$ cat config.mk
export PLATFORM = sky130hd
export DESIGN_NAME = dig_ota_bank
export DESIGN_NICKNAME = d
export VERILOG_FILES = /design/src/rtl/dig_ota_pkg.sv /design/src/rtl/dig_ota_chan.sv /design/src/rtl/dig_ota_bank.sv
export SDC_FILE = /design/constraint.sdc
export NUM_CORES = 1
export LEC_CHECK = 0
export CAP_MARGIN = 20
export CORE_UTILIZATION = 55
export DETAILED_ROUTE_END_ITERATION = 10
export GPL_ROUTABILITY_DRIVEN = 0
export HOLD_SLACK_MARGIN = 0.05
export PLACE_DENSITY = 0.77
export SLEW_MARGIN = 20
export SYNTH_ARGS = -nofsm -noshare
export SYNTH_HDL_FRONTEND = slang
export SYNTH_SLANG_ARGS = --single-unit
$ cat constraint.sdc
create_clock -name clk -period 2.3 [get_ports clk]
set_input_delay 0.69 -clock clk [delete_from_list [all_inputs] [get_ports clk]]
set_output_delay 0.69 -clock clk [all_outputs]
set_load 0.01 [all_outputs]
$ cat src/rtl/dig_ota_pkg.sv
// -----------------------------------------------------------------------------
// dig_ota_pkg
// Shared types and constants for the digital OTA / comparator bank.
//   ota_dec_t  : three-way per-channel decision (HOLD / UP / DOWN)
//   ota_mode_t : output mode shared by all channels (DIRECT / INTEG)
//   decide()   : maps a synchronised differential pair onto a decision
// -----------------------------------------------------------------------------
package dig_ota_pkg;

    typedef enum logic [1:0] {
        HOLD = 2'd0,
        UP   = 2'd1,
        DOWN = 2'd2
    } ota_dec_t;

    typedef enum logic {
        DIRECT = 1'b0,
        INTEG  = 1'b1
    } ota_mode_t;

    localparam int CHANNELS_MAX = 8;
    localparam int CNT_W_MIN    = 2;
    localparam int CNT_W_MAX    = 6;

    // Equal inputs (both high or both low) carry no information -> HOLD.
    function automatic ota_dec_t decide(input logic p, input logic n);
        ota_dec_t d;
        d = HOLD;
        if (p && !n) begin
            d = UP;
        end else if (!p && n) begin
            d = DOWN;
        end
        return d;
    endfunction

endpackage

$ cat src/rtl/dig_ota_chan.sv
// -----------------------------------------------------------------------------
// dig_ota_chan
// One comparator channel: 2-flop synchroniser on each input, three-way
// decision, saturating integrator with rail hysteresis, registered output and
// (with DIG_OTA_BANK_IRQ_EN defined) a sticky change flag.
//
// Ports:
//   clk      in   clock, all state on rising edge
//   rst_n    in   synchronous active-low reset
//   ena      in   enable; 0 freezes cnt/out (synchroniser keeps running)
//   mode     in   requested mode (0 direct, 1 integrating)
//   mode_q   in   registered mode from the top; differs from mode on a switch
//   vip/vin  in   asynchronous differential inputs
//   out      out  registered channel output
//   irq_clr  in   clears toggled           (DIG_OTA_BANK_IRQ_EN only)
//   toggled  out  sticky out-change flag   (DIG_OTA_BANK_IRQ_EN only)
// -----------------------------------------------------------------------------
module dig_ota_chan
    import dig_ota_pkg::*;
#(
    parameter int CNT_W = 3
) (
    input  logic clk,
    input  logic rst_n,
    input  logic ena,
    input  logic mode,
    input  logic mode_q,
    input  logic vip,
    input  logic vin,
    output logic out
`ifdef DIG_OTA_BANK_IRQ_EN
    ,
    input  logic irq_clr,
    output logic toggled
`endif
);

    localparam logic [CNT_W-1:0] MAX = {CNT_W{1'b1}};

    logic             p_p0;
    logic             n_p0;
    logic             p_s;
    logic             n_s;
    ota_dec_t         dec;
    ota_mode_t        mode_e;
    logic             mode_sw;
    logic [CNT_W-1:0] cnt;
    logic [CNT_W-1:0] cnt_next;
    logic             out_next;

    // Saturating step helpers: the integrator never wraps.
    function automatic logic [CNT_W-1:0] sat_inc(input logic [CNT_W-1:0] v);
        return (v == MAX) ? v : v + 1'b1;
    endfunction

    function automatic logic [CNT_W-1:0] sat_dec(input logic [CNT_W-1:0] v);
        return (v == '0) ? v : v - 1'b1;
    endfunction

    // ---- stage p0 -> p_s : two-flop synchroniser, runs regardless of ena ----
    always_ff @(posedge clk) begin
        if (!rst_n) begin
            p_p0 <= 1'b0;
            n_p0 <= 1'b0;
            p_s  <= 1'b0;
            n_s  <= 1'b0;
        end else begin
            p_p0 <= vip;
            n_p0 <= vin;
            p_s  <= p_p0;
            n_s  <= n_p0;
        end
    end

    assign dec     = decide(p_s, n_s);
    assign mode_e  = ota_mode_t'(mode);
    assign mode_sw = (mode != mode_q);

    // ---- decision -> cnt/out : next-state of integrator and output ----
    always_comb begin
        cnt_next = cnt;
        out_next = out;
        if (mode_sw) begin
            // Align the counter with the current rail so the new mode starts
            // without a glitch; the decision on this edge is dropped.
            cnt_next = out ? MAX : '0;
        end else if (mode_e == DIRECT) begin
            case (dec)
                UP:      out_next = 1'b1;
                DOWN:    out_next = 1'b0;
                default: out_next = out;
            endcase
            cnt_next = out_next ? MAX : '0;
        end else begin
            case (dec)
                UP:      cnt_next = sat_inc(cnt);
                DOWN:    cnt_next = sat_dec(cnt);
                default: cnt_next = cnt;
            endcase
            // Output only moves at the rails: hysteresis spans the full range.
            if (cnt_next == MAX) begin
                out_next = 1'b1;
            end else if (cnt_next == '0) begin
                out_next = 1'b0;
            end
        end
    end

    always_ff @(posedge clk) begin
        if (!rst_n) begin
            cnt <= '0;
            out <= 1'b0;
        end else if (ena) begin
            cnt <= cnt_next;
            out <= out_next;
        end
    end

`ifdef DIG_OTA_BANK_IRQ_EN
    // A new change wins over a simultaneous clear.
    always_ff @(posedge clk) begin
        if (!rst_n) begin
            toggled <= 1'b0;
        end else begin
            toggled <= (ena && (out_next != out)) || (toggled && !irq_clr);
        end
    end
`endif

endmodule

$ cat src/rtl/dig_ota_bank.sv
// -----------------------------------------------------------------------------
// dig_ota_bank
// Multi-channel clocked digital OTA / comparator bank. Each channel syncs its
// differential pair, decides up/down/hold and drives a registered output,
// either directly or through a saturating integrator with rail hysteresis.
//
// Optional feature macro: DIG_OTA_BANK_IRQ_EN adds per-channel sticky change
// flags (toggled), their OR (irq) and a clear input (irq_clr). Without it the
// core is cycle-identical and those ports do not exist.
//
// Parameters:
//   CHANNELS  number of channels (1..8)
//   CNT_W     integrator width (2..6), MAX = 2**CNT_W - 1
//
// Ports:
//   clk      in   clock
//   rst_n    in   synchronous active-low reset
//   ena      in   global enable (0 freezes cnt/out/mode_q)
//   mode     in   0 direct, 1 integrating (all channels)
//   vip/vin  in   [CHANNELS] asynchronous differential inputs
//   out      out  [CHANNELS] registered outputs
//   toggled  out  [CHANNELS] sticky change flags      (macro only)
//   irq      out  OR of toggled                       (macro only)
//   irq_clr  in   clears all toggled bits             (macro only)
// -----------------------------------------------------------------------------
module dig_ota_bank
    import dig_ota_pkg::*;
#(
    parameter int CHANNELS = 4,
    parameter int CNT_W    = 3
) (
    input  logic                clk,
    input  logic                rst_n,
    input  logic                ena,
    input  logic                mode,
    input  logic [CHANNELS-1:0] vip,
    input  logic [CHANNELS-1:0] vin,
    output logic [CHANNELS-1:0] out
`ifdef DIG_OTA_BANK_IRQ_EN
    ,
    output logic [CHANNELS-1:0] toggled,
    output logic                irq,
    input  logic                irq_clr
`endif
);

    logic mode_q;

    // Registered mode; a mismatch with mode marks the switch edge.
    always_ff @(posedge clk) begin
        if (!rst_n) begin
            mode_q <= 1'b0;
        end else if (ena) begin
            mode_q <= mode;
        end
    end

    for (genvar i = 0; i < CHANNELS; i++) begin : g_chan
        dig_ota_chan #(
            .CNT_W (CNT_W)
        ) u_chan (
            .clk     (clk),
            .rst_n   (rst_n),
            .ena     (ena),
            .mode    (mode),
            .mode_q  (mode_q),
            .vip     (vip[i]),
            .vin     (vin[i]),
            .out     (out[i])
`ifdef DIG_OTA_BANK_IRQ_EN
            ,
            .irq_clr (irq_clr),
            .toggled (toggled[i])
`endif
        );
    end

`ifdef DIG_OTA_BANK_IRQ_EN
    assign irq = |toggled;
`endif

endmodule
Word level (Yosys, flattened, before mapping)
Index checks and enable logic that the tools add are counted.
- flip-flop bits (word level): 33
- bits in latches: 0
- bits in writable memories: 0
- ROM bits: 0
- output and inout bits: 4
- memories: 0
- add/sub/neg operators: 8
- multipliers: 0
- div/mod/pow operators: 0
- $lt $le $gt $ge: 0
- equal/unequal tests: 21
- shift operators: 0
- multiplexer cells: 68
- bitwise operators: 1
- reductions and logical operators: 28
- operators with widths (cell ; number):
    two-way mux 3 bit ; 32
    == test 3 bit, second input constant ; 8
    logical NOT 3 bit ; 8
    one-hot mux 3 bit (2 select lines) ; 4
    two-way mux 1 bit ; 20
    two-way mux 2 bit ; 8
    adder 3 x 1 -> 3 bit, second input constant ; 4
    inequality test 3 x 1 -> 1 bit, second input constant ; 4
    AND reduction 3 bit ; 4
    subtractor 3 x 1 -> 3 bit, second input constant ; 4
    == test 2 x 1 -> 1 bit, second input constant ; 4
    == test 2 bit, second input constant ; 4
    logical AND 1 bit ; 8
    logical NOT 1 bit ; 8
    one-hot mux 1 bit (2 select lines) ; 4
    inequality test 1 bit ; 1
    inverter 1 bit ; 1

Longest topological paths before layout
Gate-level depths: netlist of run 1.
- depth after elaboration: 12
- depth in mapped cells: 9
- mapped depth without buffers: 8

By module
From an unflattened synthesis of run 1, not the netlist that was laid out.
- cell total of the unflattened synthesis: 271
- area, all modules: 2378.5 um2
- modules (own cells, without submodules) (module ; times used ; cells each ; area each (um2) ; seq. area each (um2)):
    dig_ota_chan ; 4 ; 67 ; 585.6 ; 160.2
    dig_ota_bank ; 1 ; 3 ; 36.3 ; 20.0

Least setup slack after synthesis of run 1
Ideal clock, no wire load.
- kind: reg-to-reg
- from: register g_chan[3].u_chan.cnt[0]
- to: register g_chan[3].u_chan.out
- setup time: 126 ps
- arrival time: 1866 ps
- required time: 2174 ps
- path slack: 308 ps
- stages on the path, launching flop included: 9
- path buffers: 0
- cell sequence: dfxtp_1 -> inv_2 -> ha_1 -> and3b_1 -> a311o_1 -> a21boi_4 -> or4_1 -> a21oi_1 -> nor4bb_1
- word-level cells in the longest chain between the ends: 8
- ends and longest elaborated chain (element ; RTL line ; source):
    start: declaration ; dig_ota_chan.sv:47 ; logic [CNT_W-1:0] cnt;
    start signal: assignment ; dig_ota_chan.sv:114 ; cnt <= cnt_next;
    subtractor 3 x 1 -> 3 bit, or another cell as far along ; dig_ota_chan.sv:57 ; return (v == '0) ? v : v - 1'b1;
    two-way mux 3 bit (on tied branches) ; dig_ota_chan.sv:57, dig_ota_chan.sv:53 ;
    one-hot mux 3 bit (2 select lines) * ; dig_ota_chan.sv:95 ; case (dec)
    two-way mux 3 bit * ; dig_ota_chan.sv:87 ; end else if (mode_e == DIRECT) begin
    two-way mux 3 bit * ; dig_ota_chan.sv:83 ; if (mode_sw) begin
    == test 3 bit / logical NOT 3 bit (equally long branches) ; dig_ota_chan.sv:101, dig_ota_chan.sv:103 ;
    inequality test 3 x 1 -> 1 bit (no line) / two-way mux 1 bit (equally long branches) ; n/a ;
    AND reduction 3 bit (no line) / two-way mux 1 bit (equally long branches) ; n/a ;
    end signal: assignment ; dig_ota_chan.sv:115 ; out <= out_next;
    end: declaration ; dig_ota_chan.sv:30 ; output logic out
Every way passes the cells marked *; elsewhere a longest branch is shown, timed or not. The select of a mux whose other input is x is not followed.
A chain may end at the register's enable or synchronous reset.

Worst setup path after layout of run 1
Same ends and word-level chain as after synthesis.

==> qor.csv, run 1 <==
metric;value;unit
avgViaCountPerCell;5.85;
clock_tree.buffer_depth;2;
max_stage_delay;0.42;ns
worst-setup-path-type;reg -> reg;
path_cells;inv_2, ha_1, and3b_1, a311o_1, a21boi_4, or4_1, a21oi_1, nor4bb_1;
async_flop_share;0;%
root_buffer;clkbuf_8;
antenna_found_initial;0;
slew_headroom;64.3;%
path_buf_inv;1;
h-tree-depth;2;
cts_setup_buffers;0;
fillers;347;
worstPathMaxFanout;5;
rows;23;
crit_slowest_cell;dfxtp_1;
drt_pre_antenna_iters;4;
place_hpwl;3.52;mm
drc;0;
grt_pass1_vias;1870;
fp.dieW;66.5;um
groute.usage.overall;24.3;%
finalSetupViolCount;0;
cts.hold.buffers_added;0;
synth_edf_count;0;
synth_nets;319;
grt_pass1_wl;8.15;mm
layout.nets;339;
antenna_cells;0;
synth_seq_cells;33;
rsz0062_at_grt;no;
hold_viol_final;0;
ys_types;55;
max_freq;472;MHz
hold_path_class;reg -> reg;
layout-drive-gt1-share;9.42;%
worstPathArrival;2.30;ns
end_kind;flop;
utilization;66.4;%
tightestPinTransition;0.531;ns
grt_max_degree;17;
avgSynthCellArea;7.97;sq um
cts.clk_slew.worst_paths;0.08;ns
skew;0.00873;ns
numCtsBuffers;5;
ys.flop_type;dfxtp_1;
syn_inst;287;
syn2layout_area_growth;16.1;%
cpLargestDelayFamily;compound AO/OA/AOI/OAI gates;
crit_path_start_kind;flop;
setup_slack;0.181;ns
power.density;582;nW/um^2
pre_cts_slack;-0.0623;ns
numClockSinks;33;
ant_nets;0;
drt_iter0_drc;157;
drt-total-wl;4.86;mm
required;2.48;ns
slew_viol_final;0;
wl_per_cell;13.6;um
finalCritPeriodShare;92.1;%
min_period;2.12;ns
cts_resized;0;
yosys_warnings;0;
dieArea;4420;sq um
synth_seq_area_share;28.9;%
max-vdd-ir-drop;0.366;mV
netlist_area;2290;sq um
portBuffers;15;
clk-insertion-delay-late;0.30;ns
cts_tree;built;
leakagePower;1.06;nW
fp.dieH;66.5;um
outcome;finished, final reports clean;
drv_cap;0;
grt_overflow;0;
dr_total_vias;2094;
start_util;57.2;%
pin_count;16;
coreArea;4000;sq um
-- layer usage --
metal / wire length (um) / GRT usage, % / part of all wire (%) / vias to the layer above
li1: - / - / - / 1053
met1: 2280 / 29.8 / 47 / 976
met2: 2310 / 42.2 / 48 / 58
met3: 202 / 5.14 / 4.2 / 7
met4: 68 / 7.45 / 1.4 / 0
met5: 0 / 0 / 0 / -
-- cell usage after synthesis (3+ instances only) --
library cell	n	share of area (%)
a31oi_1	3	0.82
nand2_1	21	3.4
and2_1	18	4.9
nand2b_1	6	1.6
o31ai_1	3	0.98
a21oi_1	18	3.9
buf_4	4	1.3
and3b_1	3	1.1
dfxtp_1	33	29
nor3_1	11	2.4
nand3_1	10	2.2
nor2b_1	11	3.0
nand3b_1	4	1.3
a21boi_1	6	2.0
o21ai_0	15	3.3
nor2_1	14	2.3
o32a_1	3	1.3
mux2i_1	3	1.3
ha_1	20	11
clkbuf_1	9	1.5
o21ai_1	6	1.3
o211ai_1	6	2.0
inv_1	20	3.3
-- worst paths after layout --
kind	start	to	slack [ns]	depth (start not counted)
max	g_chan[3].u_chan.cnt[0]	g_chan[3].u_chan.out	0.18	8
max reg2reg	g_chan[3].u_chan.cnt[0]	g_chan[3].u_chan.out	0.18	8
min reg2reg	g_chan[1].u_chan.p_p0	g_chan[1].u_chan.p_s	0.43	1
min	g_chan[1].u_chan.p_p0	g_chan[1].u_chan.p_s	0.43	1
-- layout by cell type, fill, tap and decap left out, types with 4 or more instances in the layout --
cell type	instances
dfxtp_1	33
nand2_1	21
inv_1	20
ha_1	20
and2_1	18
a21oi_1	18
o21ai_0	15
clkdlybuf4s50_1	15
nor2_1	14
buf_4	13
nor2b_1	11
nor3_1	11
nand3_1	10
o211ai_1	6
a21boi_1	6
nand2b_1	6
o21ai_1	6
clkbuf_8	6
nand3b_1	4
-- layout make-up --
type                            instances  area (sq um)  area share, %
Timing Repair Buffer                   29           268           10.1
Multi-Input combinational cell        216          1470           55.2
Inverter                               22          82.6           3.11
Sequential cell                        33           661           24.9
Clock buffer                            7          86.3           3.25
Tap cell                               50          62.6           2.36
Clock inverter                          1          30.0           1.13
-- cell families (layout without fill, tap and decap cells) --
group                      Yosys count  after routing  share of synthesized area (%)
and+or+nand+nor                    110            110                           26.2
buffers and inverters               38             59                           7.00
AOI/OAI and AO/OA                   82             82                           25.2
adders and majority gates           20             20                           10.9
muxes                                4              4                           1.81
DFF                                 33             33                           28.9
-- flip-flops by register name, summed over array words and instances, names as in the netlist --
name                flops
g_chan.u_chan.p_s       4
g_chan.u_chan.out       4
g_chan.u_chan.n_p0      4
g_chan.u_chan.p_p0      4
g_chan.u_chan.n_s       4
mode_q                  1
g_chan.u_chan.cnt      12
-- power breakdown --
group | leakage (nW) | internal (W) | total (W) | switching, W
Combinational | 0.734 | 0.000157 | 0.000326 | 0.000169
Clock | 0.0585 | 0.000353 | 0.000584 | 0.000231
Sequential | 0.271 | 0.000605 | 0.000636 | 0.0000311
-- worst reg2reg max path, stage by stage (launching register included) --
cell and delay, ns:
dfxtp_1 0.42, inv_2 0.09, ha_1 0.23, and3b_1 0.17
a311o_1 0.35, a21boi_4 0.16, or4_1 0.39, a21oi_1 0.13
nor4bb_1 0.06
-- stage by stage --
| stage | cell area (sq um) | hold slack (ns) | power [W] | TNS [ns] | std cells |
|---|---|---|---|---|---|
| final | 2660 | 0.427 | 0.00155 | 0 | 358 |
| after CTS | 2660 | 0.435 | 0.00155 | 0 | 358 |
| after global routing | 2660 | 0.459 | 0.00163 | 0 | 358 |
| after floorplan | 2290 | 0.412 | 0.000877 | 0 | 287 |
| after detailed placement | 2540 | 0.418 | 0.000969 | -0.0849 | 350 |
| after global placement | 2540 | 0.412 | 0.000964 | -0.0577 | 350 |
(Power assumes the default switching activity.)
==> inputs of run 2 (changes only) <==
==> constraint.sdc (replaced) <==
create_clock -name clk -period 2 [get_ports clk]
set_input_delay 0.6 -clock clk [delete_from_list [all_inputs] [get_ports clk]]
set_output_delay 0.6 -clock clk [all_outputs]
set_load 0.01 [all_outputs]
==> run 2 against run 1 <==
Die area is the same. Fmax grew 8.5%. Via count grew 6.4%. Clock power grew 32%. Critical path type unchanged.
==> qor.csv, run 2 (synthesized netlist as in run 1, its figures left out) <==
metric;value;unit
outcome;finished, final reports clean;
slew_headroom;60.5;%
drt-total-wl;5.34;mm
max-vdd-ir-drop;0.605;mV
cpLargestDelayFamily;compound AO/OA/AOI/OAI gates;
required;2.18;ns
dp.cells;372;
grt.met3_usage;5.65;%
slew_viol_final;0;
hold_viol_final;0;
layout-drive-gt1-share;23.2;%
path_buf_inv;1;
dr_total_vias;2228;
numClockSinks;33;
skew;0.0141;ns
final_common_cell;buf_4;
layout.nets;363;
drt_iter0_drc;182;
groute.usage.overall;26.3;%
root_buffer;clkbuf_8;
finalCritPeriodShare;97.7;%
tightestPinTransition;0.591;ns
leakagePower;1.20;nW
utilization;74.0;%
numCtsBuffers;5;
crit_path_start_kind;flop;
worstPathMaxFanout;6;
max_stage_delay;0.42;ns
cts.clk_slew.worst_paths;0.08;ns
grt_pass1_vias;1990;
drt_pre_antenna_iters;5;
grt-busiest-layer;met2;
combPwrFrac;23.3;%
fin_cells;382;
internal-power;0.00143;W
drv_cap;0;
grt_use_met2;43.0;%
coreArea;4000;sq um
cts.hold.buffers_added;0;
rows;23;
end_kind;flop;
place_hpwl;3.74;mm
fp.dieW;66.5;um
start_util;57.2;%
worst-setup-path-type;reg -> reg;
switchingPower;0.000531;W
setup_slack;0.0466;ns
dieArea;4420;sq um
ant_nets;0;
cts_tree;built;
seqPwrFrac;37.3;%
fillers;305;
clk-insertion-delay-late;0.30;ns
max_freq;512;MHz
largest_register_ff_count;12;
fp.dieH;66.5;um
p_clk_share;39.3;%
path_cells;buf_4, ha_4, a311o_1, a21boi_4, or4_4, a21oi_2, nor4bb_2;
avgViaCountPerCell;5.83;
h-tree-depth;2;
crit_slowest_cell;or4_4;
drc;0;
final_cell_mix;38 x buf_4, 28 x dfxtp_1, 20 x nand2_1, 18 x inv_1, 18 x and2_1;
hold_slack;0.434;ns
dpl_cell_area;2690;sq um
power.density;663;nW/um^2
swShare;27.1;%
antenna_cells;0;
pin_count;16;
pre_cts_slack;-0.303;ns
clock_tree.buffer_depth;2;
largest_register;g_chan.u_chan.cnt;
final_area;2960;sq um
hold_path_class;reg -> reg;
use_met1;33.1;%
grt_pass1_wl;8.73;mm
wl_per_cell;14.0;um
portBuffers;15;
finalSetupViolCount;0;
syn2layout_area_growth;29.4;%
grt_overflow;0;
antenna_found_initial;0;
min_period;1.95;ns
worstPathArrival;2.13;ns
grt_max_degree;17;
run 2: cell count changes in the layout (fill, tap and decap cells not counted), sizes merged:
| cell | previous run | this run |
|---|---|---|
| buf | 14 | 38 |
| bufinv | 1 | 2 |
| clkbuf | 7 | 5 |
| clkdlybuf4s50 | 15 | 14 |
| dlygate4sd2 | 0 | 1 |
| inv | 22 | 23 |
run 2: final timing paths:
path | start | end | slack [ns] | depth (start not counted)
max | g_chan[3].u_chan.p_s | g_chan[3].u_chan.out | 0.05 | 7
min | g_chan[1].u_chan.p_p0 | g_chan[1].u_chan.p_s | 0.43 | 1
min reg2reg | g_chan[1].u_chan.p_p0 | g_chan[1].u_chan.p_s | 0.43 | 1
max reg2reg | g_chan[3].u_chan.p_s | g_chan[3].u_chan.out | 0.05 | 7
run 2: repair_timing:
| action | CTS | global route |
|---|---|---|
| cloned | 0 | 0 |
| resized for setup | 5 | 24 |
| pin swaps | 0 | 5 |
| setup buffers | 1 | 1 |
| endpoints found under the setup margin | 2 | 6 |
run 2: power groups by stage:
stage | clock (W) | combinational [W] | sequential, W
2_1_floorplan | 0 | 0.000273 | 0.000735
3_3_place_gp | 0 | 0.000404 | 0.000742
3_5_place_dp | 0 | 0.000412 | 0.000744
4_1_cts | 0.000784 | 0.000423 | 0.000729
5_1_grt | 0.000811 | 0.000502 | 0.000737
6_report | 0.000772 | 0.000458 | 0.000732
run 2: worst reg2reg max path, delay by kind of cell, from the launching register on:
| kind | cells | cell delay [ns] |
|---|---|---|
| AOI/OAI and AO/OA | 3 | 0.69 |
| and+or+nand+nor | 2 | 0.48 |
| DFF | 1 | 0.32 |
| adders and majority gates | 1 | 0.23 |
| buffers and inverters | 1 | 0.13 |
run 2: metal layers:
| metal | wire, um | up-vias |
|---|---|---|
| li1 | - | 1106 |
| met1 | 2400 | 1029 |
| met2 | 2550 | 77 |
| met3 | 273 | 16 |
| met4 | 117 | 0 |
| met5 | 0 | - |
run 2: area by class of cell:
cell class / count / area (sq um) / area share [%]
multi-input combinational: 216 / 1580 / 53.3
sequential: 33 / 667 / 22.5
timing repair buffer: 53 / 434 / 14.7
inverter: 22 / 82.6 / 2.79
clock buffer: 5 / 68.8 / 2.32
clock inverter: 3 / 68.8 / 2.32
tap: 50 / 62.6 / 2.11
run 2: through the flow:
stage	power (W)	setup TNS (ns)
2_1_floorplan	0.00101	0
3_3_place_gp	0.00115	-1.58
3_5_place_dp	0.00116	-1.95
4_1_cts	0.00194	0
5_1_grt	0.00205	-0.0228
6_report	0.00196	0
